File: config.mk
export PLATFORM = sky130hd
export DESIGN_NAME = ssk_cmd_parser
export DESIGN_NICKNAME = d
export VERILOG_FILES = /design/src/rtl/ssk_pkg.sv /design/src/rtl/ssk_word_fifo.sv /design/src/rtl/ssk_cmd_parser.sv
export SDC_FILE = /design/constraint.sdc
export NUM_CORES = 1
export LEC_CHECK = 0
export CAP_MARGIN = 0
export CORE_MARGIN = 2
export CORE_UTILIZATION = 40
export CTS_CLUSTER_SIZE = 24
export DETAILED_ROUTE_END_ITERATION = 10
export HOLD_SLACK_MARGIN = 0.02
export PLACE_DENSITY_LB_ADDON = 0.05
export SLEW_MARGIN = 20
export SYNTH_ARGS = -nofsm -noshare
export SYNTH_HDL_FRONTEND = slang
export SYNTH_SLANG_ARGS = --single-unit
File: constraint.sdc
create_clock -name clk -period 10.65 [get_ports clk]
set_clock_uncertainty 0.05 [all_clocks]
set_input_delay 2.13 -clock clk [delete_from_list [all_inputs] [get_ports clk]]
set_output_delay 2.13 -clock clk [all_outputs]
set_load 0.01 [all_outputs]
File: src/rtl/ssk_pkg.sv
// Shared encodings for the secure-session-key front end: parser states,
// header geometry and the error codes the core reports with resp_done.
package ssk_pkg;

   localparam logic [2:0] ST_IDLE      = 3'd0;
   localparam logic [2:0] ST_HDR       = 3'd1;
   localparam logic [2:0] ST_ISSUE     = 3'd2;
   localparam logic [2:0] ST_GRANT     = 3'd3;
   localparam logic [2:0] ST_PAYLOAD   = 3'd4;
   localparam logic [2:0] ST_DONE_WAIT = 3'd5;
   localparam logic [2:0] ST_FLUSH     = 3'd6;

   localparam int HDR_LEN    = 5;
   localparam int WORD_BYTES = 4;

   localparam logic [1:0] ERR_CMD  = 2'b01;
   localparam logic [1:0] ERR_SIZE = 2'b10;
   localparam logic [1:0] ERR_PRM  = 2'b11;

   // Opcodes whose upper nibble is 1 carry a write payload.
   localparam logic [3:0] OP_WR_CLASS = 4'h1;

   function automatic logic [14:0] size_to_words(input logic [15:0] size);
      logic [16:0] padded;
      padded = {1'b0, size} + 17'd3;
      return padded[16:2];
   endfunction

endpackage

File: src/rtl/ssk_word_fifo.sv
// Synchronous 32-bit word FIFO, depth 2^AW, with clear. A push while full is
// accepted only when a pop frees the head slot in the same cycle.
module ssk_word_fifo #(
   parameter int AW = 1
) (
   input  logic        clk,
   input  logic        rst,
   input  logic        clr,
   input  logic        push,
   input  logic        pop,
   input  logic [31:0] din,
   output logic [31:0] dout,
   output logic        full,
   output logic        empty
);

   logic [31:0] mem [2**AW];
   logic [AW:0] wr_ptr;
   logic [AW:0] rd_ptr;
   logic        do_push;
   logic        do_pop;

   assign empty   = (wr_ptr == rd_ptr);
   assign full    = (wr_ptr[AW] != rd_ptr[AW]) && (wr_ptr[AW-1:0] == rd_ptr[AW-1:0]);
   assign do_pop  = pop && !empty;
   assign do_push = push && (!full || do_pop);
   assign dout    = mem[rd_ptr[AW-1:0]];

   always_ff @(posedge clk) begin
      if (rst || clr) begin
         wr_ptr <= '0;
         rd_ptr <= '0;
      end else begin
         if (do_push) wr_ptr <= wr_ptr + {{AW{1'b0}}, 1'b1};
         if (do_pop)  rd_ptr <= rd_ptr + {{AW{1'b0}}, 1'b1};
      end
   end

   always_ff @(posedge clk) begin
      if (do_push) mem[wr_ptr[AW-1:0]] <= din;
   end

endmodule

File: src/rtl/ssk_cmd_parser.sv
// SPI byte stream to command header plus big-endian payload words for the
// secure-session-key core; aborts the core on truncated frames.
//
// state     | meaning
// IDLE      | no frame; waiting for frame_act
// HDR       | collecting the 5 header bytes
// ISSUE     | cmd_en high until the core takes the command
// GRANT     | waiting for wr_open / rd_open / resp_done
// PAYLOAD   | streaming packed words to the core
// DONE_WAIT | all words delivered, waiting for resp_done
// FLUSH     | discarding bytes until the frame ends
module ssk_cmd_parser
   import ssk_pkg::*;
#(
   parameter int FIFO_AW = 1
) (
   input  logic        clk,
   input  logic        rst,
   input  logic        frame_act,
   input  logic        rx_valid,
   input  logic [7:0]  rx_data,
   input  logic        cmd_rdy,
   output logic        cmd_en,
   output logic [7:0]  cmd_op,
   output logic [15:0] cmd_extend,
   output logic [15:0] wr_size,
   output logic        wr_en,
   output logic [31:0] wr_data,
   input  logic        wr_open,
   input  logic        rd_open,
   input  logic        resp_done,
   input  logic [1:0]  resp_err,
   output logic        clr_ssk,
   output logic        hdr_err,
   output logic        ovf_err,
   output logic        busy
);

   logic [2:0]  state;
   logic [2:0]  hdr_cnt;
   logic [15:0] remaining;
   logic [14:0] words_left;
   logic [31:0] pack_reg;
   logic [31:0] pack_next;
   logic [1:0]  pack_cnt;
   logic        push_pend;
   logic [31:0] push_data;

   logic        is_wr;
   logic        in_pack;
   logic        byte_in;
   logic        trunc;
   logic        ovf;
   logic        grant_abort;
   logic        fifo_push;
   logic        fifo_pop;
   logic        fifo_clr;
   logic        fifo_full;
   logic        fifo_empty;
   logic [31:0] fifo_dout;
   logic        unused_ok;

   // Error code is consumed by the core's own status path, not here.
   assign unused_ok = ^resp_err;

   assign is_wr       = (cmd_op[7:4] == OP_WR_CLASS);
   assign in_pack     = (state == ST_ISSUE) || (state == ST_GRANT) || (state == ST_PAYLOAD);
   assign byte_in     = in_pack && rx_valid && is_wr && (remaining != 16'd0);
   assign trunc       = ((state == ST_GRANT) || (state == ST_PAYLOAD)) && is_wr
                        && !frame_act && (remaining != 16'd0);
   assign fifo_pop    = (state == ST_PAYLOAD) && !fifo_empty && !trunc;
   assign fifo_push   = push_pend && in_pack;
   assign ovf         = fifo_push && fifo_full && !fifo_pop && !trunc;
   assign grant_abort = (state == ST_GRANT) && !trunc && !wr_open && !rd_open && resp_done;
   assign fifo_clr    = trunc || ovf || grant_abort || (state == ST_IDLE) || (state == ST_FLUSH);

   assign cmd_en  = (state == ST_ISSUE);
   assign wr_en   = fifo_pop;
   assign wr_data = fifo_pop ? fifo_dout : 32'd0;
   assign busy    = (state != ST_IDLE);

   always_comb begin
      pack_next = pack_reg;
      case (pack_cnt)
         2'd0:    pack_next[31:24] = rx_data;
         2'd1:    pack_next[23:16] = rx_data;
         2'd2:    pack_next[15:8]  = rx_data;
         default: pack_next[7:0]   = rx_data;
      endcase
   end

   always_ff @(posedge clk) begin
      if (rst) begin
         state      <= ST_IDLE;
         hdr_cnt    <= 3'd0;
         cmd_op     <= 8'd0;
         cmd_extend <= 16'd0;
         wr_size    <= 16'd0;
         remaining  <= 16'd0;
         words_left <= 15'd0;
         pack_reg   <= 32'd0;
         pack_cnt   <= 2'd0;
         push_pend  <= 1'b0;
         push_data  <= 32'd0;
         clr_ssk    <= 1'b0;
         hdr_err    <= 1'b0;
         ovf_err    <= 1'b0;
      end else begin
         clr_ssk   <= 1'b0;
         hdr_err   <= 1'b0;
         ovf_err   <= 1'b0;
         push_pend <= 1'b0;

         if (byte_in) begin
            remaining <= remaining - 16'd1;
            if ((pack_cnt == 2'(WORD_BYTES - 1)) || (remaining == 16'd1)) begin
               push_pend <= 1'b1;
               push_data <= pack_next;
               pack_reg  <= 32'd0;
               pack_cnt  <= 2'd0;
            end else begin
               pack_reg <= pack_next;
               pack_cnt <= pack_cnt + 2'd1;
            end
         end

         case (state)
            ST_IDLE: begin
               pack_reg <= 32'd0;
               pack_cnt <= 2'd0;
               hdr_cnt  <= 3'd0;
               if (frame_act) begin
                  state      <= ST_HDR;
                  cmd_op     <= rx_valid ? rx_data : 8'd0;
                  cmd_extend <= 16'd0;
                  wr_size    <= 16'd0;
                  hdr_cnt    <= rx_valid ? 3'd1 : 3'd0;
               end
            end
            ST_HDR: begin
               if (!frame_act) begin
                  hdr_err <= 1'b1;
                  state   <= ST_IDLE;
               end else if (rx_valid) begin
                  hdr_cnt <= hdr_cnt + 3'd1;
                  case (hdr_cnt)
                     3'd0: cmd_op           <= rx_data;
                     3'd1: cmd_extend[15:8] <= rx_data;
                     3'd2: cmd_extend[7:0]  <= rx_data;
                     3'd3: wr_size[15:8]    <= rx_data;
                     default: begin
                        wr_size[7:0] <= rx_data;
                        state        <= ST_ISSUE;
                        remaining    <= is_wr ? {wr_size[15:8], rx_data} : 16'd0;
                        words_left   <= is_wr ? size_to_words({wr_size[15:8], rx_data}) : 15'd0;
                     end
                  endcase
               end
            end
            ST_ISSUE: begin
               if (cmd_rdy) state <= ST_GRANT;
            end
            ST_GRANT: begin
               if (wr_open)        state <= (words_left == 15'd0) ? ST_DONE_WAIT : ST_PAYLOAD;
               else if (rd_open)   state <= ST_FLUSH;
               else if (resp_done) state <= ST_FLUSH;
            end
            ST_PAYLOAD: begin
               if (fifo_pop) begin
                  words_left <= words_left - 15'd1;
                  if (words_left == 15'd1) state <= ST_DONE_WAIT;
               end
            end
            ST_DONE_WAIT: begin
               if (resp_done) state <= ST_FLUSH;
            end
            ST_FLUSH: begin
               if (!frame_act) state <= ST_IDLE;
            end
            default: state <= ST_IDLE;
         endcase

         // Truncation outranks overflow and any normal transition.
         if (trunc) begin
            clr_ssk   <= 1'b1;
            state     <= ST_IDLE;
            pack_reg  <= 32'd0;
            pack_cnt  <= 2'd0;
            push_pend <= 1'b0;
         end else if (ovf) begin
            ovf_err <= 1'b1;
            clr_ssk <= 1'b1;
            state   <= ST_FLUSH;
         end
      end
   end

   ssk_word_fifo #(
      .AW(FIFO_AW)
   ) u_fifo (
      .clk   (clk),
      .rst   (rst),
      .clr   (fifo_clr),
      .push  (fifo_push),
      .pop   (fifo_pop),
      .din   (push_data),
      .dout  (fifo_dout),
      .full  (fifo_full),
      .empty (fifo_empty)
   );

endmodule

==> metrics.yaml <==
floorplanning:
  ios: 96
  core_area_um2: 23500
  placement_rows: 56
  fp.dieH_um: 159
  initial_utilization_pct: 40.9
  full_die_area_um2: 25300
  die_x_um: 159
sta:
  final_min_period_over_clock_period_pct: 65.6
  timing_worst_slew_pin_value_ns: 1.01
  max_clock_freq_mhz: 143
  final_hold_viol_count: 0
  setup_viol: 0
  max-slew-margin-rel_pct: 32.4
  rsz_0062_raised_after_global_routing: "false"
  maxSlewViolCount: 0
  finalCriticalPeriod_ns: 6.99
  setup_total_negative_slack_ns: 0
  setup_ws_ns: 3.66
clocking:
  post-cts-setup-buffer-count: 0
  holdBufCountCts: 0
  cts_tree: "done"
  worst_skew_pair.late_latency_ns: 0.52
  worst_setup_hold_path_clk_slew_ns: 0.06
  cts_buffers: 25
  clock_tree.htree_level_count: 1
  post_cts_repair_resize_count: 0
  cts-root-buf: "sky130_fd_sc_hd__clkbuf_16"
  clk_path_buf_depth: 3
  cts.sink_count: 216
logic_synthesis:
  netlist.area_leader.share_pct: 31.6
  mappedNetlistNets: 1026
  postSynthCellCount: 994
  ys_async_sr_fraction_pct: 0
  yosys_warning_total: 0
  synth_ff_type: "sky130_fd_sc_hd__dfxtp_1"
  avg_inst_size_synth_um2: 9.69
  yosys.area.top_type: "sky130_fd_sc_hd__dfxtp_1"
  post_synth_main_area_contributors: "sky130_fd_sc_hd__dfxtp_1, sky130_fd_sc_hd__edfxtp_1, sky130_fd_sc_hd__mux2i_1"
  synth.distinct_cells: 61
  synth_seq_cells: 216
  netlist_area_um2: 9640
  sequential_area_share_after_synthesis_pct: 51.5
  synth-edff-count: 64
power_and_ir_drop:
  post-layout-total-power_mw: 2.09
  max-vdd-ir-drop_v: 0.000111
  p_int_mw: 1.49
  static-leakage-power_nw: 3.73
  power_frac_clock_pct: 38.8
  power_density_nw_per_um2: 181
  pwr-share-comb_pct: 18.7
  power.share.sequential_pct: 42.6
  swShare_pct: 28.7
  net-switching-power_mw: 0.599
layout:
  final_cell_count_no_fill: 1396
  largest_reg_flops: 64
  register_area_um2: 4970
  drive_above_1_share_pct: 6.41
  nets: 1090
  commonest_cells_after_routing_fill_and_taps_aside: "sky130_fd_sc_hd__dfxtp_1, sky130_fd_sc_hd__nor2_1, sky130_fd_sc_hd__mux2i_1"
  design_area_um2: 11600
  layout.cells.most_common: "sky130_fd_sc_hd__dfxtp_1"
  num-fill-cells: 2275
  diodes: 0
  combined_area_of_the_multi_input_logic_cells_um2: 4320
  areaGrowthSynthToFinish_pct: 20.0
grt:
  grt_overflow: 0
  antenna_found_initial: 0
  number_of_global_route_vias_before_repair: 6896
  grt_first_pass_wirelength_mm: 39.0
  grt_start_max_net_pins: 67
  total_routing_usage_reported_by_global_routing_pct: 18.9
hold_path:
  hold_path_depth: 2
  worst_hold_path_type: "reg2reg"
setup_path:
  critical_path_type: "in2out"
  r2r_cells: 8
  critPathMaxFanout: 35
  worstSetupPathDepth: 5
  cp_cell_sequence: "clkdlybuf4s50_1 > a211o_1 > o21ai_4 > inv_2 > clkdlybuf4s50_1"
  cpLargestDelayFamily: "buffers and inverters"
  end_kind: "output pin"
  reg2reg_from: "state[2]"
  slowest_delay_ns: 0.80
  critical_path.reg2reg.endpoint: "u_fifo.mem[0][16]"
  critical_path.n_buffers_inverters: 3
  critPathLaunchType: "input port"
  cpMaxStageDelayCell: "sky130_fd_sc_hd__o21ai_4"
  worstSetupEndpoint: "wr_en"
  cp_data_required_time_ns: 8.47
  setup.worst_path.start: "frame_act"
  critical_path_arrival_ns: 4.81
  worst-r2r-setup-slack_ns: 6.92
  cpMostUsedCell: "sky130_fd_sc_hd__clkdlybuf4s50_1"
outcome:
  status: "complete, no violations"
place:
  placed_cells_incl_taps: 1350
  placedInstanceArea_um2: 10800
  place.port_buffers: 93
  gp_congestion: 0.816
  dp_slack_ns: 3.60
  hpwl_mm: 15.9
routing:
  number_of_search_and_repair_iterations_in_the_first_detailed_routing_pass: 5
  route.final.wire_length_mm: 24.4
  post-route-drc-count: 0
  viasPerCell: 5.26
  detailedRoute.firstIterationViolations: 514
  route.antenna.remaining_nets: 0
  routed_wire_length_per_instance_um: 17.5
  route.vias.total: 7336
job:
  cap_violations: 0
layer usage:
| layer | share of wire [%] | wire [µm] | track usage [%] |
|---|---|---|---|
| met2 | 44 | 10700 | 29.3 |
| met3 | 4.0 | 975 | 2.66 |
| met4 | 2.1 | 521 | 4.96 |
| met1 | 50 | 12100 | 27.7 |
| met5 | 0 | 0 | 0 |
synthesized netlist by cell type (3+ instances only):
cell type and n:
sky130_fd_sc_hd__nor2b_1 3, sky130_fd_sc_hd__xor2_1 13, sky130_fd_sc_hd__nand2_1 76, sky130_fd_sc_hd__clkbuf_1 48, sky130_fd_sc_hd__or2_2 3, sky130_fd_sc_hd__edfxtp_1 64
sky130_fd_sc_hd__dfxtp_1 152, sky130_fd_sc_hd__nor3_1 24, sky130_fd_sc_hd__o22ai_1 9, sky130_fd_sc_hd__a32oi_1 6, sky130_fd_sc_hd__a211oi_1 39, sky130_fd_sc_hd__nand4_1 9
sky130_fd_sc_hd__o21ai_1 7, sky130_fd_sc_hd__nand3_1 39, sky130_fd_sc_hd__o21ai_0 24, sky130_fd_sc_hd__nor3b_1 4, sky130_fd_sc_hd__inv_1 16, sky130_fd_sc_hd__o32ai_1 3
sky130_fd_sc_hd__buf_1 7, sky130_fd_sc_hd__a21oi_1 62, sky130_fd_sc_hd__nand2b_1 4, sky130_fd_sc_hd__a21oi_2 4, sky130_fd_sc_hd__and3_1 4, sky130_fd_sc_hd__nand3b_1 3
sky130_fd_sc_hd__or4_1 4, sky130_fd_sc_hd__ha_1 14, sky130_fd_sc_hd__buf_6 3, sky130_fd_sc_hd__buf_2 10, sky130_fd_sc_hd__nor4_1 11, sky130_fd_sc_hd__xnor2_1 21
sky130_fd_sc_hd__or3_1 5, sky130_fd_sc_hd__a22oi_1 4, sky130_fd_sc_hd__nor2_1 148, sky130_fd_sc_hd__and2_1 18, sky130_fd_sc_hd__mux2i_1 98
tightest hold or removal path, delay by kind of cell, from the launching register on:
| family | cells | cell delay, ns |
|---|---|---|
| compound gates | 1 | 0.05 |
| simple gates | 1 | 0.05 |
| flops | 1 | 0.30 |
per-stage QoR:
stage          utilization [%]  hold slack [ns]
3_5_place_dp              45.8            0.389
3_3_place_gp              45.8            0.386
5_1_grt                   49.1            0.420
2_1_floorplan                -            0.376
6_report                  49.1            0.403
4_1_cts                   49.1            0.404
worst min path at each step:
stage	startpoint	to	slack, ns
floorplan	push_data[0]	u_fifo.mem[0][0]	0.38
global placement	push_data[24]	u_fifo.mem[0][24]	0.39
detailed placement	push_data[24]	u_fifo.mem[1][24]	0.39
CTS	pack_reg[26]	pack_reg[26]	0.40
global route	pack_reg[26]	pack_reg[26]	0.42
finish	pack_reg[14]	pack_reg[14]	0.40
power by group through the flow:
| stage | clock, mW | combinational [mW] | sequential, mW |
|---|---|---|---|
| 4_1_cts | 0.832 | 0.394 | 0.889 |
| 6_report | 0.810 | 0.391 | 0.889 |
| 5_1_grt | 0.868 | 0.428 | 0.893 |
| 3_5_place_dp | 0 | 0.392 | 0.906 |
| 2_1_floorplan | 0 | 0.264 | 0.900 |
| 3_3_place_gp | 0 | 0.394 | 0.908 |
layout make-up:
cell class                      instances  area share (%)
Tap cell                              319            3.45
Clock inverter                          6           0.314
Timing Repair Buffer                  106            8.88
Multi-Input combinational cell        692            37.3
Clock buffer                           40            6.51
Inverter                               17           0.552
Sequential cell                       216            43.0
cells by family after synthesis:
family | share of synthesized area (%)
simple gates | 17.6
flops | 51.5
compound gates | 12.1
mux | 10.2
buf+inv | 3.75
xor+xnor | 3.09
fa+ha+maj | 1.82
Power figures use the tool's default switching activity.
